**config.mk**
```make
export PLATFORM = sky130hd
export DESIGN_NAME = clock_period_monitor
export DESIGN_NICKNAME = d
export VERILOG_FILES = /design/src/rtl/clock_period_monitor.sv
export SDC_FILE = /design/constraint.sdc
export NUM_CORES = 1
export LEC_CHECK = 0
export ABC_AREA = 1
export BUFFER_PORTS_ARGS = -buffer_cell sky130_fd_sc_hd__buf_2
export CORE_MARGIN = 3
export CORE_UTILIZATION = 50
export DETAILED_ROUTE_END_ITERATION = 10
export PLACE_DENSITY = 0.77
export SETUP_SLACK_MARGIN = 0.4
export SLEW_MARGIN = 20
export SYNTH_ARGS = -nofsm -noshare
export SYNTH_HDL_FRONTEND = slang
export SYNTH_SLANG_ARGS = --single-unit
```
**constraint.sdc**
```tcl
create_clock -name clock -period 4.42 [get_ports clock]
set_clock_uncertainty 0.15 [all_clocks]
set_input_delay 0.884 -clock clock [delete_from_list [all_inputs] [get_ports clock]]
set_output_delay 0.884 -clock clock [all_outputs]
set_load 0.02 [all_outputs]
```
**src/rtl/clock_period_monitor.sv**
```systemverilog
// Measures the period of an asynchronous monitored clock in reference-clock cycles,
// checks it against programmable bounds, tracks lock and keeps sticky error flags.
module clock_period_monitor #(
  parameter int SYNC_STAGES = 2,  // at least 2
  parameter int CNT_W       = 16,
  parameter int LOCK_COUNT  = 4
) (
  input  logic             clock,
  input  logic             reset,
  input  logic             enable,
  input  logic             mon_in,
  input  logic [CNT_W-1:0] min_period,
  input  logic [CNT_W-1:0] max_period,
  output logic             meas_valid,
  input  logic             meas_ready,
  output logic [CNT_W-1:0] meas_period,
  output logic             locked,
  output logic             err_short,
  output logic             err_long,
  output logic             overrun,
  output logic [7:0]       err_count,
  input  logic             clear_err
);

  localparam int               GW       = $clog2(LOCK_COUNT + 1);
  localparam logic [GW-1:0]    GOOD_MAX = GW'(LOCK_COUNT);
  localparam logic [CNT_W-1:0] CNT_MAX  = '1;

  typedef enum logic [1:0] {IDLE, ARM, MEASURE} state_t;

  state_t                 state, state_nx;
  logic [SYNC_STAGES-1:0] sync;
  logic                   sync_prev;
  logic                   rise;
  logic [CNT_W-1:0]       counter;
  logic [GW-1:0]          good_cnt;
  logic                   timeout;

  logic meas_evt, meas_load, overrun_evt;
  logic good_evt, short_evt, long_evt, timeout_evt, err_evt;

  assign rise   = sync[SYNC_STAGES-1] & ~sync_prev;
  assign locked = (good_cnt == GOOD_MAX);

  // NOTE: sequential state is written with non-blocking assignments only, so every
  // flop samples the pre-edge values regardless of process ordering.
  always_ff @(posedge clock or posedge reset) begin
    if (reset) state <= IDLE;
    else       state <= state_nx;
  end

  always_comb begin
    // NOTE: default first so every path assigns state_nx and no latch is inferred.
    state_nx = state;
    if (!enable) state_nx = IDLE;
    else begin
      case (state)
        IDLE:    state_nx = ARM;
        ARM:     if (rise) state_nx = MEASURE;
        MEASURE: state_nx = MEASURE;
        default: state_nx = IDLE;
      endcase
    end
  end

  // Event decode; a period already flagged by timeout is reported but not re-judged.
  always_comb begin
    meas_evt    = 1'b0;
    good_evt    = 1'b0;
    short_evt   = 1'b0;
    long_evt    = 1'b0;
    timeout_evt = 1'b0;
    if (state == MEASURE) begin
      if (rise) begin
        meas_evt = 1'b1;
        if (!timeout) begin
          if (counter < min_period)      short_evt = 1'b1;
          else if (counter > max_period) long_evt  = 1'b1;
          else                           good_evt  = 1'b1;
        end
      end else if (!timeout && (counter > max_period)) begin
        long_evt    = 1'b1;
        timeout_evt = 1'b1;
      end
    end
    err_evt     = short_evt | long_evt;
    meas_load   = meas_evt & (~meas_valid | meas_ready);
    overrun_evt = meas_evt & meas_valid & ~meas_ready;
  end

  always_ff @(posedge clock or posedge reset) begin
    if (reset) begin
      sync        <= '0;
      sync_prev   <= 1'b0;
      counter     <= '0;
      good_cnt    <= '0;
      timeout     <= 1'b0;
      meas_valid  <= 1'b0;
      meas_period <= '0;
      err_short   <= 1'b0;
      err_long    <= 1'b0;
      overrun     <= 1'b0;
      err_count   <= 8'd0;
    end else begin
      sync      <= {sync[SYNC_STAGES-2:0], mon_in};
      sync_prev <= sync[SYNC_STAGES-1];

      if (state == IDLE) begin
        counter  <= '0;
        good_cnt <= '0;
        timeout  <= 1'b0;
      end else begin
        if (rise)                                      counter <= CNT_W'(1);
        else if (state == MEASURE && counter != CNT_MAX) counter <= counter + 1'b1;

        if (err_evt)                              good_cnt <= '0;
        else if (good_evt && good_cnt != GOOD_MAX) good_cnt <= good_cnt + 1'b1;

        if (timeout_evt)   timeout <= 1'b1;
        else if (meas_evt) timeout <= 1'b0;
      end

      if (meas_load) begin
        meas_valid  <= 1'b1;
        meas_period <= counter;
      end else if (meas_valid && meas_ready) begin
        meas_valid <= 1'b0;
      end

      // An error event in the clear cycle survives the clear.
      err_short <= (err_short & ~clear_err) | short_evt;
      err_long  <= (err_long  & ~clear_err) | long_evt;
      overrun   <= (overrun   & ~clear_err) | overrun_evt;
      if (clear_err)                           err_count <= err_evt ? 8'd1 : 8'd0;
      else if (err_evt && err_count != 8'hFF)  err_count <= err_count + 8'd1;
    end
  end

endmodule

```
==> results.toml, run 1 <==
[worst_setup_path]
endpoint_kind = "flip-flop"
cp.arrival_ns = 2.58
required_ns = 4.46
path_max_fanout = 31
r2r-start = "state[0]"
crit_path_cell_trace = "inv_1, ha_1, inv_1, nor2_1, nand2_1, mux2_1"
critical_path_class = "reg -> reg"
r2r_slack_ns = 1.87
cp_slowest_cell = "nand2_1"
startpoint_type = "flip-flop"
reg2reg_depth = 6
r2r_end = "meas_period[13]"
max_stage_delay_ns = 0.61
cpMostUsedCell = "inv_1"
startpoint = "state[0]"
crit_end = "meas_period[13]"

[cells_and_area]
most-common-layout-cells = "95 x nand2_1, 72 x inv_1, 66 x buf_2"
final_common_cell = "nand2_1"
design_area_mm2 = 0.003913
final_nets = 578
antenna_cells = 0
final_core_util = 0.6024
areaGrowthSynthToFinish_pct = 14.54
drive_gt1_frac = 0.1952

[drt]
dr_total_vias = 2922
wl_per_cell_um = 12.56
final_antenna_net_count = 0
vias_per_cell = 5.047
wl_mm = 7.274
drtIter0Drc = 141
dr.pass1.iters = 4
drc = 0

[grt]
grt_pass1_wl_mm = 12.30
grt.overflow.total = 0
grt_use_total = 0.1956
grt_max_degree = 54
antenna_found_initial = 0
met1_usage = 0.2759
use_met2 = 0.3158
gr-usage-met3 = 0.02142
grt_pass1_vias = 2775
grt.busiest_layer = "met2"

[clocking]
clock_latency_ns = 0.30
cts_root_buf = "clkbuf_8"
numCtsBuffers = 5
post_cts_resized = 0
post_cts.repair.setup_buffers = 0
cts.path.max_buffers = 2
htree_levels = 2
clock-sinks = 53
cts_hold_buf = 0
tritoncts = "built"
clk_pin_slew_worst_paths_ns = 0.09

[power]
powerDensity_mw_per_mm2 = 296.6
p_clk_frac = 0.230
total_power_mw = 1.160
pwr-share-seq = 0.455
switchingPower_uw = 424.1
swShare = 0.3655
leakage_nw = 2.157
power_frac_comb = 0.315
vdd_drop_max_uv = 205.2
p_int_uw = 736.2

[sta]
min_period_ns = 2.546
fmax_ghz = 0.3928
finalCritPeriodShare = 0.5760
slew_violations = 0
holdWs_ns = 0.2125
finalHoldViolations = 0
fin_tns_setup_ns = 0
worst_slew_pin_slew_ns = 0.9933
rsz0062_at_grt = "no"
setup_viol = 0
max_slew_margin = 0.3354

[run_status]
status = "complete, no violations"

[place]
io_buffer_count = 66
place_congestion = 0.8104
dpl.hpwl_mm = 5.651
placed_cell_area_mm2 = 0.003825

[floorplanning]
ioPinCount = 67
dieArea_mm2 = 0.007860
dieHeight_um = 88.66
die_w_um = 88.66
core_mm2 = 0.006495
rows = 29
initial_core_util = 0.5259

[min_path]
hold_path_class = "reg -> reg"

[synthesis]
yosys_warnings = 0
yosysSeqAreaShare = 0.3883
avgSynthCellArea_um2 = 7.889
synth-seq-cells = 53
syn_area_mm2 = 0.003416
yosysUniqueCellTypes = 35
syn_inst = 433
syn-num-nets = 510

[flow_run]
maxCapViolCount = 0
==> registers in the layout, summed over array words and instances, names as in the netlist <==
register and count:
meas_period 16, timeout 1, state 2, err_short 1, overrun 1, err_count 8, sync 2, counter 16
meas_valid 1, good_cnt 3, err_long 1, sync_prev 1
==> routing by layer <==
| metal | vias to the layer above | part of all wire |
|---|---|---|
| li1 | 1524 | - |
| met1 | 1334 | 0.48 |
| met2 | 57 | 0.47 |
| met3 | 7 | 0.035 |
| met4 | 0 | 0.014 |
| met5 | - | 0 |
==> power by group through the flow <==
stage | registers, mW | clock network (mW) | logic [mW]
global route | 0.532 | 0.300 | 0.414
global placement | 0.536 | 0 | 0.349
floorplan | 0.548 | 0 | 0.256
CTS | 0.528 | 0.279 | 0.365
finish | 0.528 | 0.267 | 0.365
detailed placement | 0.538 | 0 | 0.364
==> final cells by class <==
| class | count | area (µm²) |
|---|---|---|
| Clock inverter | 2 | 15.01 |
| Tap cell | 77 | 96.34 |
| Sequential cell | 53 | 1326 |
| Inverter | 75 | 286.5 |
| Clock buffer | 6 | 72.57 |
| Fill cell | 602 | 2582 |
| Timing Repair Buffer | 67 | 337.8 |
| Multi-Input combinational cell | 299 | 1778 |
==> per-stage QoR <==
step | worst slack [ns] | instances
2_1_floorplan | 2.014 | 433
3_3_place_gp | 1.680 | 571
3_5_place_dp | 1.649 | 571
4_1_cts | 1.817 | 579
5_1_grt | 1.631 | 579
6_report | 1.874 | 579
==> critical path, delay by kind of cell (launching register included) <==
kind | cells | cell delay (ns)
AND/OR/NAND/NOR | 2 | 0.84
multiplexers | 1 | 0.54
flip-flops | 1 | 0.39
adder cells (fa/ha/maj) | 1 | 0.30
buffers and inverters | 2 | 0.21
==> cells in the mapped netlist, drive strengths merged <==
| cell | n | area [µm²] |
|---|---|---|
| and2 | 1 | 6.260 |
| clkbuf | 4 | 15.01 |
| nor3 | 10 | 50.05 |
| o21ai | 32 | 160.2 |
| ha | 39 | 488.0 |
| mux2 | 2 | 22.52 |
| a32o | 1 | 10.01 |
| buf | 2 | 10.01 |
| dfrtp | 53 | 1326 |
| a21oi | 24 | 131.4 |
| nand4 | 9 | 56.30 |
| xor2 | 5 | 43.79 |
| a211oi | 1 | 7.510 |
| nand2 | 104 | 436.7 |
| inv | 75 | 286.5 |
| o211ai | 1 | 7.510 |
| nor3b | 1 | 7.510 |
| a31oi | 1 | 6.260 |
| nand3 | 26 | 152.7 |
| or2 | 1 | 6.260 |
| a21o | 1 | 7.510 |
| o31ai | 2 | 15.01 |
| nor2 | 38 | 162.7 |
==> logic make-up (layout without fill, tap and decap cells) <==
family / count (synthesis) / after routing / synth area share
AO/OA/AOI/OAI: 63 / 63 / 0.1011
buffers and inverters: 81 / 150 / 0.09121
XOR/XNOR: 5 / 5 / 0.01282
AND/OR/NAND/NOR: 190 / 190 / 0.2571
flip-flops: 53 / 53 / 0.3883
adder cells (fa/ha/maj): 39 / 39 / 0.1429
multiplexers: 2 / 2 / 0.006593
==> worst min path at each step <==
stage,startpoint,to,cells after the start
5_1_grt,sync[0],sync[1],0
3_5_place_dp,sync[0],sync[1],0
6_report,sync[0],sync[1],0
2_1_floorplan,sync[0],sync[1],0
4_1_cts,sync[0],sync[1],0
3_3_place_gp,sync[0],sync[1],0
No activity file was read; power rests on OpenSTA's default activity.
==> inputs of run 2 (changes only) <==
- PLACE_DENSITY: 0.77 -> 0.8
- clock period: 4.42 -> 2.1 ns (I/O delays scaled with it)
==> results.toml, run 2 (same netlist as run 1, synthesis figures left out) <==
[run_status]
status = "finished, violations left"
violations = "negative setup slack"

[floorplanning]
rows = 29
die_w_um = 88.66
initial_core_util = 0.5259
dieHeight_um = 88.66
ioPinCount = 67
dieArea_mm2 = 0.007860
core_mm2 = 0.006495

[cells_and_area]
stdcell_count = 622
multi_input_area_mm2 = 0.002365
areaGrowthSynthToFinish_pct = 44.25
final_common_cell = "nand2_1"
final_nets = 621
design_area_mm2 = 0.004927
biggestRegsByFlops = "counter (16), meas_period (16), err_count (8)"
seqCellArea_mm2 = 0.001333
drive_gt1_frac = 0.4275
most-common-layout-cells = "74 x nand2_1, 65 x buf_2, 61 x inv_1"
antenna_cells = 0
num-fill-cells = 402

[place]
placed_cell_area_mm2 = 0.004019
io_buffer_count = 66
dpl.hpwl_mm = 6.074
place_inst = 585
place_congestion = 0.8614

[drt]
final_antenna_net_count = 0
drc = 0
drtIter0Drc = 246
dr.pass1.iters = 5
wl_per_cell_um = 17.47
wl_mm = 10.87
dr_total_vias = 3502
vias_per_cell = 5.630

[worst_setup_path]
endpoint_kind = "flip-flop"
startpoint_type = "flip-flop"
required_ns = 2.17
path_max_fanout = 6
reg2reg_depth = 12
critical_path_class = "reg -> reg"
cp.arrival_ns = 2.35

[clocking]
tritoncts = "built"
numCtsBuffers = 5
htree_levels = 2
cts_root_buf = "clkbuf_8"
clock-sinks = 53
clk_pin_slew_worst_paths_ns = 0.10
cts.path.max_buffers = 2
clock_latency_ns = 0.32

[sta]
finalCritPeriodShare = 1.086
finalHoldViolations = 0
worst_slew_pin_slew_ns = 0.5212
max_slew_margin = 0.6498
min_period_ns = 2.281
layout_setup_ws_ns = -0.1811
slew_violations = 0
fmax_ghz = 0.4384
setup_viol = 14
rsz0062_at_grt = "yes"

[min_path]
hold_path_class = "in -> reg"
hold_depth = 1

[power]
vdd_drop_max_uv = 433.0
total_power_mw = 3.147
leakage_nw = 2.522
powerDensity_mw_per_mm2 = 638.7

[grt]
grt.overflow.total = 0
antenna_found_initial = 0
grt_pass1_vias = 3205
grt_use_total = 0.2347
grt_max_degree = 37
grt_pass1_wl_mm = 14.46

[flow_run]
maxCapViolCount = 0
==> run 2: cell count changes in the layout (fill, tap and decap cells not counted), moves of 15 or more <==
| cell | change |
|---|---|
| ha_1 | -15 |
| nand2_1 | -21 |
| ha_4 | +15 |
| buf_4 | +29 |
==> run 2: layout make-up <==
type	instances	share of cell area
Clock inverter	3	0.01320
Timing Repair inverter	1	0.001778
Tap cell	77	0.01955
Timing Repair Buffer	107	0.1407
Clock buffer	5	0.01397
Inverter	75	0.06044
Sequential cell	53	0.2704
Multi-Input combinational cell	301	0.4799
==> run 2: final timing paths <==
| path | startpoint | endpoint | slack, ns |
|---|---|---|---|
| max | counter[7] | good_cnt[2] | -0.18 |
| min | mon_in | sync[0] | 0.06 |
| max reg2reg | counter[7] | good_cnt[2] | -0.18 |
| min reg2reg | sync[0] | sync[1] | 0.21 |
| max in group asynchronous | reset | counter[14] | 0.77 |
| min in group asynchronous | reset | meas_period[0] | 0.50 |
==> run 2: report_power, final <==
group | internal [mW] | switching, mW | total [mW]
Combinational | 0.409 | 0.793 | 1.20
Clock | 0.474 | 0.347 | 0.821
Sequential | 1.08 | 0.0487 | 1.12
Total | 1.96 | 1.19 | 3.15
==> run 2: critical path, cell delays in order (launching register included) <==
cell and delay, ns:
dfrtp_1 0.44, ha_1 0.33, a21o_1 0.19, nor2_2 0.15
nand2_1 0.09, nand2_1 0.11, nand2_2 0.10, nand3_4 0.13
nand2_8 0.10, nor2_4 0.14, nand2_1 0.08, nand2_1 0.10
nand2_1 0.07
==> run 2: through the flow <==
stage | TNS, ns | utilization | worst slack, ns | hold WS (ns)
floorplan | 0 | - | 0.2475 | 0.1812
global placement | -0.1042 | 0.6188 | -0.01881 | 0.1838
detailed placement | -0.6558 | 0.6188 | -0.09938 | 0.1864
CTS | 0 | 0.6850 | 0.05042 | 0.05693
global route | -3.051 | 0.7586 | -0.2883 | 0.06013
finish | -1.566 | 0.7586 | -0.1811 | 0.05710
==> run 2: what timing repair did <==
item | CTS | global route
hold buffers | 1 | 0
buffers inserted | 14 | 11
endpoints found under the hold margin | 17 | 0
pin swaps | 22 | 40
setup endpoints to repair | 46 | 47
resized for setup | 45 | 81
cloned | 1 | 2
==> run 2: per-layer routing <==
layer / share of wire / GRT usage / wire [µm]
met1: 0.39 / 0.3024 / 4242
met4: 0.056 / 0.08104 / 606
met3: 0.068 / 0.03538 / 739
met5: 0 / 0 / 0
met2: 0.49 / 0.4015 / 5282
==> inputs of run 3 (changes only) <==
- PLACE_DENSITY: 0.8 -> 0.76
- SETUP_SLACK_MARGIN: 0.4 -> 0.5
==> results.toml, run 3 (same netlist as run 1, synthesis figures left out) <==
[cells_and_area]
multi_input_area_mm2 = 0.002490
drive_gt1_frac = 0.4743
seqCellArea_mm2 = 0.001336
most-common-layout-cells = "65 x nand2_1, 65 x buf_2, 61 x inv_1"
final_nets = 620
final_core_util = 0.7783
areaGrowthSynthToFinish_pct = 47.99
antenna_cells = 0
biggestRegsByFlops = "counter (16), meas_period (16), err_count (8)"
num-fill-cells = 392

[worst_setup_path]
cp.arrival_ns = 2.27
required_ns = 2.17
path_max_fanout = 6
startpoint_type = "flip-flop"
cp_slowest_cell = "dfrtp_1"
critical_path_class = "reg -> reg"
cpMostUsedCell = "nand2_1"
max_stage_delay_ns = 0.45
endpoint_kind = "flip-flop"
crit_path_cell_trace = "inv_2, ha_1, inv_1, nand2_1, nand2_1, nand2_1, nand2_1, nand2_1, nand2_1, nand2_1, nand2_2, nand3_4, nand2_8, nor2_4, nand2_1, nand2_1, nand2_1"

[grt]
grt_pass1_vias = 3160
antenna_found_initial = 0
grt_use_total = 0.2287
grt_pass1_wl_mm = 14.08
grt_max_degree = 29
grt.overflow.total = 0

[sta]
fin_tns_setup_ns = -0.4261
rsz0062_at_grt = "yes"
setup_viol = 11
finalCritPeriodShare = 1.050
slew_violations = 0
finalHoldViolations = 0
min_period_ns = 2.204
layout_setup_ws_ns = -0.1044
worst_slew_pin_slew_ns = 0.6139
max_slew_margin = 0.5899
fmax_ghz = 0.4536

[place]
io_buffer_count = 66
dpl.hpwl_mm = 6.163
place_congestion = 0.8214
dp_slack_ns = -0.1558

[clocking]
numCtsBuffers = 5
cts_root_buf = "clkbuf_8"
cts.path.max_buffers = 2
clk_pin_slew_worst_paths_ns = 0.10
cts_hold_buf = 0
tritoncts = "built"
htree_levels = 2
clock_latency_ns = 0.33
clock-sinks = 53

[drt]
vias_per_cell = 5.459
final_antenna_net_count = 0
drc = 0
drtIter0Drc = 176
dr_total_vias = 3390
dr.pass1.iters = 5
wl_mm = 10.10
wl_per_cell_um = 16.26

[floorplanning]
dieArea_mm2 = 0.007860
initial_core_util = 0.5259
core_mm2 = 0.006495
rows = 29
ioPinCount = 67
die_w_um = 88.66
dieHeight_um = 88.66

[flow_run]
maxCapViolCount = 0

[power]
leakage_nw = 2.519
vdd_drop_max_uv = 343.0
switchingPower_mw = 1.238
p_clk_frac = 0.203
powerDensity_mw_per_mm2 = 594.8
power_frac_comb = 0.422
p_int_mw = 1.768
pwr-share-seq = 0.375
swShare = 0.4118

[run_status]
violations = "negative setup slack"
status = "finished, violations left"

[min_path]
hold_path_class = "in -> async"
run 3: changes by cell type in the layout (fill, tap and decap cells not counted), moves of 3 or more:
cell     previous run  this run
dfrtp_1            48        45
nand2_4             9        12
nand2_1            74        65
o21ai_2             4        16
dfrtp_2             5         8
nand2_2            17        22
o21ai_0            16         5
run 3: metal layers:
| metal | wire [µm] | GRT usage | vias to the layer above | part of all wire |
|---|---|---|---|---|
| met2 | 5281 | 0.4015 | 136 | 0.52 |
| met4 | 402 | 0.06593 | 0 | 0.040 |
| met3 | 491 | 0.03352 | 38 | 0.049 |
| met1 | 3922 | 0.2919 | 1592 | 0.39 |
| met5 | 0 | 0 | - | 0 |
| li1 | - | - | 1624 | - |
run 3: repair_timing:
item | 4_1_cts | 5_1_grt
gates cloned | 2 | 2
buffers inserted | 12 | 11
pin swaps | 21 | 27
endpoints found under the setup margin | 47 | 43
gates resized for setup | 45 | 112
run 3: critical path: cells and delay by family (launching register included):
kind / cells / cell delay, ns
flops: 1 / 0.45
simple gates: 14 / 1.12
fa+ha+maj: 1 / 0.17
buf+inv: 2 / 0.19
run 3: final timing paths:
| path | slack, ns | startpoint | depth (start not counted) | end |
|---|---|---|---|---|
| setup / recovery | -0.10 | counter[0] | 17 | good_cnt[2] |
| hold / removal | 0.006 | reset | 2 | meas_period[4] |
| setup reg to reg | -0.10 | counter[0] | 17 | good_cnt[2] |
| hold reg to reg | 0.21 | sync[0] | 0 | sync[1] |
| max in group asynchronous | 1.26 | reset | 3 | counter[1] |
| min in group clock | 0.05 | mon_in | 1 | sync[0] |
run 3: area by class of cell:
type	instances	share of cell area
sequential	53	0.2644
timing repair buffer	107	0.1468
clock buffer	5	0.01361
multi-input combinational	301	0.4926
inverter	75	0.05941
tap	77	0.01906
clock inverter	3	0.004208
run 3: power groups by stage:
stage	clock (mW)	combinational (mW)	sequential, mW
floorplan	0	0.595	1.16
global placement	0	0.842	1.14
detailed placement	0	0.871	1.14
CTS	0.603	0.994	1.12
global route	0.655	1.37	1.13
finish	0.611	1.27	1.13
run 3: metrics by stage:
step / power (mW) / hold slack (ns) / std cells / area, µm²
floorplan: 1.756 / 0.1812 / 433 / 3537
detailed placement: 2.009 / 0.1847 / 586 / 4078
CTS: 2.716 / 0.04646 / 608 / 4491
global placement: 1.979 / 0.1894 / 586 / 4078
finish: 3.006 / 0.005742 / 621 / 5055
global route: 3.155 / 0.04480 / 621 / 5055
